[src/rtl/multi_cycle_ctr.sv]
// Main control unit for a multi-cycle MIPS-style datapath: a Moore FSM that
// sequences fetch, decode, execute, memory and write-back for each instruction.
module multi_cycle_ctr (
    input  logic       clk,
    input  logic       rst_n,
    input  logic [5:0] Op,
    input  logic [5:0] Func,
    input  logic       Zero,
    input  logic       MemReady,
    output logic       PCEn,
    output logic       IorD,
    output logic       MemRead,
    output logic       MemWrite,
    output logic       IRWrite,
    output logic       RegDst,
    output logic       MemtoReg,
    output logic       RegWrite,
    output logic       ALUSrcA,
    output logic [1:0] ALUSrcB,
    output logic       ExtOp,
    output logic [1:0] PCSource,
    output logic [1:0] ALUop,
    output logic [5:0] ALUfunc,
    output logic       Illegal,
    output logic [3:0] State
);

    localparam logic [5:0] OP_RTYPE = 6'b000000;
    localparam logic [5:0] OP_LW    = 6'b100011;
    localparam logic [5:0] OP_SW    = 6'b101011;
    localparam logic [5:0] OP_BEQ   = 6'b000100;
    localparam logic [5:0] OP_J     = 6'b000010;
    localparam logic [5:0] OP_ADDI  = 6'b001000;
    localparam logic [5:0] OP_SLTI  = 6'b001010;
    localparam logic [5:0] OP_ANDI  = 6'b001100;
    localparam logic [5:0] OP_ORI   = 6'b001101;
    localparam logic [5:0] OP_XORI  = 6'b001110;

    typedef enum logic [3:0] {
        S_FETCH  = 4'd0,
        S_DECODE = 4'd1,
        S_MEMADR = 4'd2,
        S_MEMRD  = 4'd3,
        S_LWWB   = 4'd4,
        S_MEMWR  = 4'd5,
        S_REXE   = 4'd6,
        S_RWB    = 4'd7,
        S_BEQ    = 4'd8,
        S_JUMP   = 4'd9,
        S_IEXE   = 4'd10,
        S_IWB    = 4'd11
    } state_t;

    state_t state_q;
    state_t state_d;

    function automatic logic op_legal(input logic [5:0] op);
        case (op)
            OP_RTYPE, OP_LW, OP_SW, OP_BEQ, OP_J,
            OP_ADDI, OP_SLTI, OP_ANDI, OP_ORI, OP_XORI: op_legal = 1'b1;
            default:                                   op_legal = 1'b0;
        endcase
    endfunction

    always_ff @(posedge clk or negedge rst_n) begin
        if (!rst_n) state_q <= S_FETCH;
        else        state_q <= state_d;
    end

    // Codes 12-15 fall into the default arm and recover to FETCH.
    always_comb begin
        state_d = S_FETCH;
        case (state_q)
            S_FETCH:  state_d = MemReady ? S_DECODE : S_FETCH;
            S_DECODE: begin
                case (Op)
                    OP_LW, OP_SW:                           state_d = S_MEMADR;
                    OP_RTYPE:                               state_d = S_REXE;
                    OP_BEQ:                                 state_d = S_BEQ;
                    OP_J:                                   state_d = S_JUMP;
                    OP_ADDI, OP_SLTI, OP_ANDI, OP_ORI,
                    OP_XORI:                                state_d = S_IEXE;
                    default:                                state_d = S_FETCH;
                endcase
            end
            S_MEMADR: state_d = (Op == OP_LW) ? S_MEMRD : S_MEMWR;
            S_MEMRD:  state_d = MemReady ? S_LWWB : S_MEMRD;
            S_LWWB:   state_d = S_FETCH;
            S_MEMWR:  state_d = MemReady ? S_FETCH : S_MEMWR;
            S_REXE:   state_d = S_RWB;
            S_RWB:    state_d = S_FETCH;
            S_BEQ:    state_d = S_FETCH;
            S_JUMP:   state_d = S_FETCH;
            S_IEXE:   state_d = S_IWB;
            S_IWB:    state_d = S_FETCH;
            default:  state_d = S_FETCH;
        endcase
    end

    // Outputs are decoded from the state register; only PCEn/IRWrite/Illegal
    // look at MemReady, Zero or the opcode legality directly.
    always_comb begin
        PCEn     = 1'b0;
        IorD     = 1'b0;
        MemRead  = 1'b0;
        MemWrite = 1'b0;
        IRWrite  = 1'b0;
        RegDst   = 1'b0;
        MemtoReg = 1'b0;
        RegWrite = 1'b0;
        ALUSrcA  = 1'b0;
        ALUSrcB  = 2'b00;
        ExtOp    = 1'b0;
        PCSource = 2'b00;
        ALUop    = 2'b00;
        ALUfunc  = 6'b000000;
        Illegal  = 1'b0;
        case (state_q)
            S_FETCH: begin
                MemRead = 1'b1;
                ALUSrcB = 2'b01;
                ALUop   = 2'b11;
                IRWrite = MemReady;
                PCEn    = MemReady;
            end
            S_DECODE: begin
                ALUSrcB = 2'b11;
                ExtOp   = 1'b1;
                ALUop   = 2'b11;
                Illegal = ~op_legal(Op);
            end
            S_MEMADR: begin
                ALUSrcA = 1'b1;
                ALUSrcB = 2'b10;
                ExtOp   = 1'b1;
                ALUop   = 2'b11;
            end
            S_MEMRD: begin
                MemRead = 1'b1;
                IorD    = 1'b1;
            end
            S_LWWB: begin
                RegWrite = 1'b1;
                MemtoReg = 1'b1;
            end
            S_MEMWR: begin
                MemWrite = 1'b1;
                IorD     = 1'b1;
            end
            S_REXE: begin
                ALUSrcA = 1'b1;
                ALUop   = 2'b01;
                ALUfunc = Func;
            end
            S_RWB: begin
                RegWrite = 1'b1;
                RegDst   = 1'b1;
            end
            S_BEQ: begin
                ALUSrcA  = 1'b1;
                ALUop    = 2'b10;
                PCSource = 2'b01;
                PCEn     = Zero;
            end
            S_JUMP: begin
                PCSource = 2'b10;
                PCEn     = 1'b1;
            end
            S_IEXE: begin
                ALUSrcA = 1'b1;
                ALUSrcB = 2'b10;
                ALUfunc = {2'b00, Op[3:0]};
                // Logical immediates zero-extend; arithmetic ones sign-extend.
                ExtOp   = !((Op == OP_ANDI) || (Op == OP_ORI) || (Op == OP_XORI));
            end
            S_IWB: begin
                RegWrite = 1'b1;
            end
            default: ;
        endcase
    end

    assign State = state_q;

endmodule

[config.mk]
export PLATFORM = sky130hd
export DESIGN_NAME = multi_cycle_ctr
export DESIGN_NICKNAME = d
export VERILOG_FILES = /design/src/rtl/multi_cycle_ctr.sv
export SDC_FILE = /design/constraint.sdc
export NUM_CORES = 1
export LEC_CHECK = 0
export BUFFER_PORTS_ARGS = -buffer_cell sky130_fd_sc_hd__buf_4
export CAP_MARGIN = 20
export CORE_AREA = 10 10 51 53
export DETAILED_ROUTE_END_ITERATION = 6
export DIE_AREA = 0 0 61 63
export HOLD_SLACK_MARGIN = 0.1
export PLACE_DENSITY = 0.79
export SYNTH_ARGS = -nofsm -noshare
export SYNTH_HDL_FRONTEND = slang
export SYNTH_SLANG_ARGS = --single-unit
export TNS_END_PERCENT = 20
[constraint.sdc]
create_clock -name clk -period 1.9 [get_ports clk]
set_clock_uncertainty 0.15 [all_clocks]
set_input_delay 0.38 -clock clk [delete_from_list [all_inputs] [get_ports clk]]
set_output_delay 0.38 -clock clk [all_outputs]
set_load 0.01 [all_outputs]
# Word level (Yosys, flattened, before mapping)
# Index checks and enable logic that the tools add are counted.
[totals]
in_bits = 16
word_cells = 60
output_inout_bits = 27
reg_bits = 4
[op_classes]
n_bitwise = 1
eq_ne = 20
reduce_logical = 15
muxes = 23
[op_table]
columns = ["operator", "n"]
rows = [
  ["$eq A6 B4 Y1 const B", 5],
  ["$pmux W4 S7", 1],
  ["$pmux W4 S5", 1],
  ["$eq A4 B3 Y1 const B", 4],
  ["$eq A4 B4 Y1 const B", 4],
  ["$eq A6 B6 Y1 const B", 2],
  ["$mux W1", 12],
  ["$pmux W2 S3", 2],
  ["$pmux W6 S2", 1],
  ["$reduce_or A10 Y1", 1],
  ["$reduce_or A2 Y1", 5],
  ["$mux W3", 3],
  ["$eq A4 B2 Y1 const B", 2],
  ["$eq A6 B2 Y1 const B", 1],
  ["$eq A6 B3 Y1 const B", 1],
  ["$logic_not A6 Y1", 1],
  ["$reduce_or A3 Y1", 2],
  ["$reduce_or A5 Y1", 1],
  ["$eq A4 B1 Y1 const B", 1],
  ["$logic_not A4 Y1", 1],
  ["$pmux W2 S2", 1],
  ["$reduce_or A4 Y1", 1],
  ["$pmux W1 S3", 1],
  ["$logic_or A1 B1 Y1", 2],
  ["3 further kinds", 3],
]

# Depth between registers and ports, before layout
[depth]
depth_word = 6
mapped_depth = 5
ltp_nobuf = 4

# Worst setup path after synthesis
# OpenSTA, ideal clock, no wires.
[synth_timing]
path_type = "reg2out"
from = "register state_q[3], in the netlist State[3]"
to = "output ALUSrcB[1]"
t_arrival_ns = 1.346
n_path_buf = 1
path_slack_ns = 0.024
path_stages_with_launch = 4
path_cell_list = "dfrtp_1 > clkbuf_1 > or3b_2 > a21oi_1"
[synth_between]
elab_chain_cells = 3
[synth_rtl]
columns = ["item", "line_no", "source"]
rows = [
  ["from (decl)", "54", "state_t state_q;"],
  ["from (signal assigned)", "67", "else state_q <= state_d;"],
  ["$eq A4 B4 Y1 / $eq A4 B2 Y1 (equally long branches)", "118", "case (state_q)"],
  ["$reduce_or A2 Y1 (no source line)", "-", ""],
  ["$pmux W2 S3 *", "118", ""],
  ["to (decl)", "19", "output logic [1:0] ALUSrcB,"],
]
# Every way passes the cells marked *; elsewhere a longest branch is shown, timed or not.

# Final worst setup path
[layout_timing]
from = "register state_q[3], in the netlist State[3]"
to = "output ALUop[1]"
[layout_between]
elab_chain_cells = 3
[layout_rtl]
columns = ["item", "line_no", "source"]
rows = [
  ["$eq A4 B1 Y1, or another cell as far along", "118", ""],
  ["$reduce_or A3 Y1 (no source line)", "-", ""],
  ["$pmux W2 S3 *", "118", ""],
  ["to (decl)", "22", "output logic [1:0] ALUop,"],
]
# Marked as above.

==> results by group <==
Detailed routing
  – Antenna violation net count after detailed routing: 0
  – Routed vias: approximately 990
  – DRC violation count after routing: 0
  – Total Routed Length: about 2.8 mm
  – Total iterations of the first detailed-routing run: 4
  – Via-to-Cell Ratio: roughly 5.6
  – Iter 0 DRT Violations: 12
  – Per-cell routed wire length: 15.5 um

Die
  – Standard cell core area: approximately 1700 um2
  – Starting utilization of the core area: around two fifths
  – Row count: 15
  – Die outline area: between 3000 and 4000 um2
  – Vertical die dimension: about 63 um
  – Die width: between 60 and 70 um
  – Top-level port count: 43

Pwr
  – Power density over the cells: ~1000 nW/um2
  – Net switching component of the power: between 500 and 600 uW
  – Sw frac: roughly 44%
  – Pwr Total: approximately 1300 uW
  – Part of the power in combinational logic: approximately four fifths
  – Sequential group share of total power: around 12%
  – Leak Pwr: ~0.00058 uW
  – Highest ir drop seen on vdd: 0.000929 V
  – Share of power burned in the clock network: a little over 8%
  – Internal: 711 uW

Setup path
  – Required time at the endpoint of the critical path: about 1.4 ns
  – Register-to-register path setup slack: about 0.34 ns
  – Cells along the critical path: buf_6 -> maj3_1 -> nor2_1 -> buf_4
  – CP Buf/Inv Count: 2
  – Slowest Stage Delay on Critical Path: about 0.46 ns
  – WP data arrival: 1.43 ns
  – Cell with the largest stage delay on the worst path: dfrtp_2
  – Start-to-end type of the worst setup path: flop to primary output
  – Maximum fanout count along the critical path: 9
  – Cell family contributing the most delay on the critical path: flip-flops
  – Type of element capturing the critical path: primary output
  – Sort of element at the start of the critical path: flop

Clock network
  – Clock tree from TritonCTS: done
  – Post-CTS clock slew at the launch and capture registers of the worst setup and hold paths: around 0.04 ns
  – Master cell of the clock root buffer: clkbuf_4
  – Number of sinks handled by clock tree synthesis: 4
  – Latest clock arrival within the worst-skew pair: 0.24 ns
  – Maximum clock insertion buffer count: 2
  – Total CTS buffers: 3
  – H-tree depth: 1

Place
  – Detailed placer's ending HPWL: 2.14 mm
  – Buffers added on ports: 42
  – RD Place Congestion: between 0.8 and 0.9

STA
  – Unrepaired setup endpoints after global routing: true
  – Number of failing hold endpoints at the final stage: 0
  – Final setup violation count: 4
  – Number of max-slew violations in the final report: 0
  – Worst slew pin tran: between 0.3 and 0.4 ns
  – Final Cycle Share: 103%
  – Final worst slack: -0.0577 ns
  – Slew Limit Headroom: between 70 and 80%
  – Minimum clock period: slightly below 2 ns
  – Timing-limited maximum frequency: between 0.5 and 0.6 GHz

Layout
  – FF+latch area: ~110 um2
  – Final core utilization: around three quarters
  – Area growth, synth to finish: 95.7%
  – Area taken by multi-input logic gates: roughly 570 um2
  – Max reg flops: 4
  – Antenna diode count: 0
  – Share of cells above drive strength 1: approximately 55%
  – Leading cell type in the layout, fill and taps excluded: buf_4
  – Highest-count cells in the layout ignoring fill and taps: buf_4, nor2_1, nor3_1
  – Number of fill cells: 136
  – Number of nets in the final layout: 180

Yosys
  – Distinct cell type count of the synthesized netlist: 34
  – Synth top area cells: dfrtp_1, nor2_1, nor3_1
  – Average cell area after synthesis: roughly 6.5 um2
  – Portion of the post-synthesis area used by sequential elements: 15.6%
  – Top cell type's share of synthesized area: 15.6%
  – Post-Syn Nets: roughly 120
  – Number of flops mapped to enable cells by yosys: 0
  – Gate count of the mapped netlist: roughly 100
  – Top FF cell, synth: dfrtp_1
  – Proportion of synthesized flip-flops having asynchronous set or reset: 100%
  – Flop and latch count out of synthesis: 4
  – Yosys warns: 0
  – Yosys top cell by area: dfrtp_1
  – Mapped cell area: 643 um2

Global route
  – Total congestion overflow: 0
  – First-pass GRT wire length: 4.20 mm
  – Number of antenna violations at the first check in global routing: 0
  – Total global-route track usage: between 10% and 20%
  – Maximum number of pins on one net before global-route repair: 12
  – Number of global-route vias before repair: between 900 and 1,000

Hold path
  – HP Class: primary input to asynchronous set/reset pin

Job
  – Number of max-cap violations: 0

Run status
  – Outcome: finished, violations left
  – Violations in the final reports: negative setup slack
==> cell families (layout without fill, tap and decap cells) <==
group / count (synthesis) / after routing / share of synthesized area, %
adder cells (fa/ha/maj): 1 / 1 / 1.56
XOR/XNOR: 1 / 1 / 1.36
AND/OR/NAND/NOR: 55 / 55 / 46.9
AO/OA/AOI/OAI: 28 / 28 / 28.0
buffers and inverters: 10 / 73 / 6.61
flip-flops: 4 / 4 / 15.6
==> what timing repair did <==
action / CTS / global route
gates cloned: 0 / 0
hold endpoints to repair: 4 / 0
gates resized for setup: 14 / 12
pin swaps: 2 / 4
endpoints found under the setup margin: 13 / 19
setup buffers: 2 / 4
hold buffers: 1 / 0
==> per-stage QoR <==
| step | cell area (um2) | TNS [ns] | hold WS [ns] | cells | setup slack, ns |
|---|---|---|---|---|---|
| after global placement | 1090 | -0.0132 | 0.0237 | 169 | -0.0132 |
| after CTS | 1180 | -0.220 | 0.317 | 175 | -0.0644 |
| after floorplan | 643 | 0 | -0.0656 | 99 | 0.0245 |
| final | 1260 | -0.105 | 0.316 | 179 | -0.0577 |
| after detailed placement | 1090 | -0.0447 | 0.0269 | 169 | -0.0447 |
| after global routing | 1260 | -0.733 | 0.328 | 179 | -0.114 |
==> power by group through the flow <==
stage               Combinational (uW)  Clock (uW)  Sequential (uW)
floorplan                          419           0              146
global placement                   822           0              145
detailed placement                 839           0              146
CTS                                907         111              158
global route                      1090         122              157
finish                            1010         106              154
==> per-layer routing <==
metal / share of wire, % / up-vias / GRT usage, %
met1: 39 / 463 / 13.9
met2: 50 / 40 / 22.4
met3: 11 / 2 / 5.69
li1: - / 489 / -
met5: 0 / - / 0
met4: 0.43 / 0 / 2.20
==> synth_stat cells (all sizes together) (2+ instances only) <==
master	count
a21oi	7
a22oi	4
a31oi	2
and3	2
buf	3
clkbuf	5
dfrtp	4
inv	2
nand2	6
nand2b	5
nor2	18
nor2b	5
nor3	9
o21ai	6
o22ai	2
or3b	2
==> path summary, 6_finish.rpt <==
kind                       cells past startpoint  startpoint       end
setup / recovery                               4    State[3]  ALUop[1]
hold / removal                                 2       rst_n  State[1]
setup reg to reg                               4    State[2]  State[0]
hold reg to reg                                2    State[1]  State[1]
max in group asynchronous                      2       rst_n  State[2]
min in group clk                               4       Op[2]  State[2]
==> worst reg2reg max path, stage by stage, from the launching register on <==
cell	delay [ns]
dfrtp_2	0.44
buf_4	0.18
o31ai_1	0.29
a31oi_1	0.08
a221o_1	0.30
==> final cells by class <==
class | count | share of cell area, %
Inverter | 2 | 0.596
Timing Repair Buffer | 68 | 42.2
Multi-Input combinational cell | 85 | 45.3
Sequential cell | 4 | 8.35
Tap cell | 17 | 1.69
Clock buffer | 3 | 1.79
Note: power is estimated with default switching activity, not from simulation.
